$ cat config.mk
export PLATFORM = sky130hd
export DESIGN_NAME = dm633_sequencer
export DESIGN_NICKNAME = d
export VERILOG_FILES = /design/src/rtl/dm633_sequencer.sv
export SDC_FILE = /design/constraint.sdc
export NUM_CORES = 1
export LEC_CHECK = 0
export CORE_ASPECT_RATIO = 0.9
export CORE_UTILIZATION = 45
export DETAILED_ROUTE_END_ITERATION = 8
export PLACE_DENSITY = 0.69
export SLEW_MARGIN = 20
export SYNTH_ARGS = -nofsm -noshare
export SYNTH_HDL_FRONTEND = slang
export SYNTH_SLANG_ARGS = --single-unit
$ cat constraint.sdc
create_clock -name i_clk -period 4.95 [get_ports i_clk]
set_input_delay 0.495 -clock i_clk [delete_from_list [all_inputs] [get_ports i_clk]]
set_output_delay 0.495 -clock i_clk [all_outputs]
set_load 0.005 [all_outputs]
$ cat src/rtl/dm633_sequencer.sv
// rtl/dm633_sequencer.sv - framebuffer-to-DM633 serial frame sequencer
//
// Reads one frame from the framebuffer read port, highest address first,
// and shifts each word MSB first into the daisy-chained DM633 drivers.
// After the last word it pulses LAT and then reports completion.
//
// Ports:
//   i_clk, i_rst        clock, asynchronous active-high reset
//   i_start             one-cycle frame request (honoured only when idle)
//   o_busy, o_done      status: busy outside IDLE, one-cycle done pulse
//   o_ren, o_raddr      framebuffer read enable / address
//   i_rdata             framebuffer read data (one cycle after o_ren)
//   o_dck, o_dai, o_lat DM633 serial clock, serial data, latch
module dm633_sequencer #(
    parameter int c_ledboards  = 30,
    parameter int c_channels   = c_ledboards * 32,
    parameter int c_addr_w     = $clog2(c_channels),
    parameter int c_bps        = 12,
    parameter int c_clkdiv     = 2,
    parameter int c_lat_cycles = 4
) (
    input  logic                i_clk,
    input  logic                i_rst,
    input  logic                i_start,
    output logic                o_busy,
    output logic                o_done,
    output logic                o_ren,
    output logic [c_addr_w-1:0] o_raddr,
    input  logic [c_bps-1:0]    i_rdata,
    output logic                o_dck,
    output logic                o_dai,
    output logic                o_lat
);

    localparam int c_div_w = (c_clkdiv > 1) ? $clog2(c_clkdiv) : 1;
    localparam int c_bit_w = (c_bps > 1) ? $clog2(c_bps) : 1;
    localparam int c_lat_w = (c_lat_cycles > 1) ? $clog2(c_lat_cycles) : 1;

    localparam logic [c_div_w-1:0]  c_div_last  = c_div_w'(c_clkdiv - 1);
    localparam logic [c_bit_w-1:0]  c_bit_last  = c_bit_w'(c_bps - 1);
    localparam logic [c_lat_w-1:0]  c_lat_last  = c_lat_w'(c_lat_cycles - 1);
    localparam logic [c_addr_w-1:0] c_addr_last = c_addr_w'(c_channels - 1);

    typedef enum logic [2:0] {
        S_IDLE,
        S_FETCH,
        S_LOAD,
        S_SHIFT,
        S_LATCH,
        S_DONE
    } state_t;

    state_t                state_q, state_d;
    logic [c_bps-1:0]      sr_q, sr_d;
    logic [c_bps-1:0]      sr_shl;
    logic [c_div_w-1:0]    div_q, div_d;
    logic [c_bit_w-1:0]    bit_q, bit_d;
    logic [c_lat_w-1:0]    latc_q, latc_d;
    logic [c_addr_w-1:0]   raddr_q, raddr_d;
    logic                  busy_q, busy_d;
    logic                  done_q, done_d;
    logic                  ren_q, ren_d;
    logic                  dck_q, dck_d;
    logic                  dai_q, dai_d;
    logic                  lat_q, lat_d;

    // Every output is computed from the next state, so the registered
    // outputs line up exactly with the state they belong to.
    always_comb begin
        state_d = state_q;
        sr_d    = sr_q;
        div_d   = div_q;
        bit_d   = bit_q;
        latc_d  = latc_q;
        raddr_d = raddr_q;
        done_d  = 1'b0;
        ren_d   = 1'b0;
        dck_d   = dck_q;
        dai_d   = dai_q;
        lat_d   = lat_q;
        sr_shl  = sr_q << 1;

        case (state_q)
            S_IDLE: begin
                dck_d = 1'b0;
                dai_d = 1'b0;
                lat_d = 1'b0;
                if (i_start) begin
                    state_d = S_FETCH;
                    raddr_d = c_addr_last;
                    ren_d   = 1'b1;
                end
            end

            S_FETCH: begin
                state_d = S_LOAD;
            end

            S_LOAD: begin
                // Data arrives this cycle; present its MSB together with
                // the first low phase.
                state_d = S_SHIFT;
                sr_d    = i_rdata;
                dai_d   = i_rdata[c_bps-1];
                dck_d   = 1'b0;
                div_d   = c_div_last;
                bit_d   = c_bit_last;
            end

            S_SHIFT: begin
                if (div_q != '0) begin
                    div_d = div_q - 1'b1;
                end else begin
                    div_d = c_div_last;
                    if (!dck_q) begin
                        dck_d = 1'b1;
                    end else begin
                        // End of a high phase: the bit has been clocked in.
                        dck_d = 1'b0;
                        sr_d  = sr_shl;
                        if (bit_q != '0) begin
                            bit_d = bit_q - 1'b1;
                            dai_d = sr_shl[c_bps-1];
                        end else if (raddr_q != '0) begin
                            // DAI keeps its last value through the gap.
                            state_d = S_FETCH;
                            raddr_d = raddr_q - 1'b1;
                            ren_d   = 1'b1;
                        end else begin
                            state_d = S_LATCH;
                            dai_d   = 1'b0;
                            lat_d   = 1'b1;
                            latc_d  = c_lat_last;
                        end
                    end
                end
            end

            S_LATCH: begin
                if (latc_q != '0) begin
                    latc_d = latc_q - 1'b1;
                end else begin
                    state_d = S_DONE;
                    lat_d   = 1'b0;
                    done_d  = 1'b1;
                end
            end

            S_DONE: begin
                state_d = S_IDLE;
            end

            default: begin
                state_d = S_IDLE;
            end
        endcase

        busy_d = (state_d != S_IDLE);
    end

    always_ff @(posedge i_clk or posedge i_rst) begin
        if (i_rst) begin
            state_q <= S_IDLE;
            sr_q    <= '0;
            div_q   <= '0;
            bit_q   <= '0;
            latc_q  <= '0;
            raddr_q <= '0;
            busy_q  <= 1'b0;
            done_q  <= 1'b0;
            ren_q   <= 1'b0;
            dck_q   <= 1'b0;
            dai_q   <= 1'b0;
            lat_q   <= 1'b0;
        end else begin
            state_q <= state_d;
            sr_q    <= sr_d;
            div_q   <= div_d;
            bit_q   <= bit_d;
            latc_q  <= latc_d;
            raddr_q <= raddr_d;
            busy_q  <= busy_d;
            done_q  <= done_d;
            ren_q   <= ren_d;
            dck_q   <= dck_d;
            dai_q   <= dai_d;
            lat_q   <= lat_d;
        end
    end

    assign o_busy  = busy_q;
    assign o_done  = done_q;
    assign o_ren   = ren_q;
    assign o_raddr = raddr_q;
    assign o_dck   = dck_q;
    assign o_dai   = dai_q;
    assign o_lat   = lat_q;

endmodule

==> metrics.cfg <==
[setup_path]
reg2reg_slack_ns=2.76
crit_type=reg -> reg
worstPathArrival_ns=2.34
endpoint_kind=flip-flop
path_cells=or4_4 -> or4b_1 -> a21boi_0 -> o21ai_0
crit_fanout=7
critical-path-max-stage-delay_ns=0.67
worstSetupStartpointType=flip-flop
crit_required_ns=5.10
worst_path_max_delay_cell=or4b_1
ff2ff_path_depth=4

[floorplanning]
die_y_um=63.98
core_area_um2=4074
core.rowCount=22
die-area_um2=4534
start_util_pct=47.14
design.portCount=31
die_x_um=70.87

[sta]
relSlewSlack_pct=38.33
finalCriticalPeriod_ns=2.195
rsz0062_at_grt=no
post-route-period-util_pct=44.34
max_freq_ghz=0.4556
fin_ws_ns=2.755
hold_viol_final=0
fin_setup_tns_ns=0
fin_worst_skew_ns=0.003928
slew_violations=0
worst_pin_slew_ns=0.9123
setup_viol=0
hold_ws_ns=0.4785

[final_layout]
drive_gt1_share_pct=9.091
synthToLayoutAreaGrowth_pct=23.58
finish.utilization_pct=58.26
antennaDiodeCount=0
final_nets=249

[synth]
synth_seq_area_share_pct=48.21
synth-async-reset-ratio_pct=100.0
syn_area_um2=1921
synth_warnings=0
syn_avg_cell_area_um2=9.508
synth_ff_type=dfrtp_1
yosysTopAreaCell=dfrtp_1
synth-seq-cells=37
ys_types=46
synth_edf_count=0
synth_top_area_share_pct=48.21
synth_nets=221
synthTopCellsByArea=dfrtp_1, mux2i_1, a21oi_1
netlist_instances=202

[clock_network]
htree_levels=2
postCtsSetupBuffers=0
cts-root-buf=clkbuf_8
clk-insertion-delay-late_ns=0.28
cts_buffer_depth=2
cts_made_buffers=5
clkSinkCount=37
ctsHoldBuffers=0
ctsResizeCount=0
path_clk_slew_ns=0.07
tritoncts=built

[grt]
antenna_found_initial=0
first_global_vias=1430
track_usage_pct=19.18
overflow=0
grt_max_degree=38
grt_pass1_wl_um=6803

[place]
globalplace.congestion=0.8447
dp_hpwl_um=2674
pre_cts_ws_ns=2.702
io_buffer_count=30

[route]
drt-vias-per-instance=5.487
first_pass_iters=6
wl_um=3820
wl_per_cell_um=13.69
ant_nets=0
vias=1531
dr.first_iter.drc_count=118
drc_errors=0

[worst_hold_path]
holdPathStages=1
hp-class=reg -> reg

[flow_run]
maxCapViolCount=0

[pwr]
ir_drop_v=0.0002324
p_leak_uw=0.001055
powerDensity_nw_per_um2=249.5

[outcome]
status=finished clean

[worst max-delay path, delay by kind of cell, from the launching register on]
kind / cells / cell delay [ns]
AO/OA/AOI/OAI: 2 / 0.38
AND/OR/NAND/NOR: 2 / 1.25
flip-flops: 1 / 0.45
[worst paths after layout]
| check | startpoint | to |
|---|---|---|
| max in group asynchronous | i_rst | div_q$_DFFE_PP0P_ |
| hold / removal | latc_q[0]$_DFFE_PP0P_ | latc_q[0]$_DFFE_PP0P_ |
| hold reg to reg | latc_q[0]$_DFFE_PP0P_ | latc_q[0]$_DFFE_PP0P_ |
| min in group asynchronous | i_rst | o_raddr[4]$_DFFE_PP0P_ |
| setup / recovery | o_raddr[4]$_DFFE_PP0P_ | o_dai$_DFFE_PP0P_ |
| setup reg to reg | o_raddr[4]$_DFFE_PP0P_ | o_dai$_DFFE_PP0P_ |
[metal layers]
| metal | wire [um] | global-route usage, % | part of all wire [%] | vias to the layer above |
|---|---|---|---|---|
| met3 | 150 | 3.943 | 3.9 | 2 |
| met2 | 1657 | 28.73 | 43 | 29 |
| li1 | - | - | - | 779 |
| met5 | 0 | 0 | 0 | - |
| met1 | 1982 | 27.91 | 52 | 721 |
| met4 | 29 | 6.000 | 0.76 | 0 |
[where the power goes]
part	internal [uW]	switching, uW	total (uW)
sequential	303	0.721	304
clock	164	104	268
combinational	12.4	8.58	21.0
[synth_stat cells (all sizes together), types with 2 or more instances]
library cell  instances
dfrtp                37
a21oi                21
nor2                 21
nand2                14
mux2i                13
inv                  12
o21ai                 9
clkbuf                8
nand3                 7
nor4                  5
buf                   4
ha                    4
nand2b                4
o31ai                 4
and3                  3
nor3                  3
or3                   3
or4                   3
a211oi                2
a31oi                 2
nor2b                 2
nor3b                 2
nor4b                 2
[cells in the final DEF, fill, tap and decap left out, drive strengths merged, types with 2 or more instances in the layout]
master         synthesis  layout
nand2b                 4       4
inv                   12      12
o31ai                  4       4
nand2                 14      14
mux2i                 13      13
nor2                  21      21
nor2b                  2       2
and3                   3       3
clkdlybuf4s50          0      30
nor3b                  2       2
dfrtp                 37      37
or3                    3       3
nor3                   3       3
o21ai                  9       9
buf                    4       3
nand3                  7       7
nor4b                  2       2
a211oi                 2       2
a31oi                  2       2
nor4                   5       5
or4                    3       3
a21oi                 21      21
clkbuf                 8       6
ha                     4       4
[final cells by class]
type | instances | area, um^2
multi-input cells | 141 | 899.6
fillers | 365 | 1700
clock inverters | 2 | 37.54
well taps | 48 | 60.06
clock buffers | 6 | 82.58
repair buffers | 33 | 322.8
inverters | 12 | 45.04
flip-flops and latches | 37 | 925.9
[sequential cells by signal, summed over array words and instances (netlist names)]
signal   count
bit_q        4
div_q        1
latc_q       2
o_busy       1
o_dai        1
o_dck        1
o_done       1
o_lat        1
o_raddr     10
o_ren        1
sr_q        11
state_q      3
[through the flow]
step           total power (uW)  cells  area, um^2
2_1_floorplan             315.2    202        1921
3_3_place_gp              331.2    271        2253
3_5_place_dp              331.2    271        2253
4_1_cts                   600.7    279        2374
5_1_grt                   616.1    279        2374
6_report                  592.2    279        2374
[logic make-up after synthesis]
kind of cell               Yosys count  share of synthesized area, %
AOI/OAI and AO/OA                   47                         14.85
adders and majority gates            4                         2.606
buffers and inverters               24                         4.951
DFF                                 37                         48.21
muxes                               14                         7.361
and+or+nand+nor                     76                         22.02
Power figures use the tool's default switching activity.
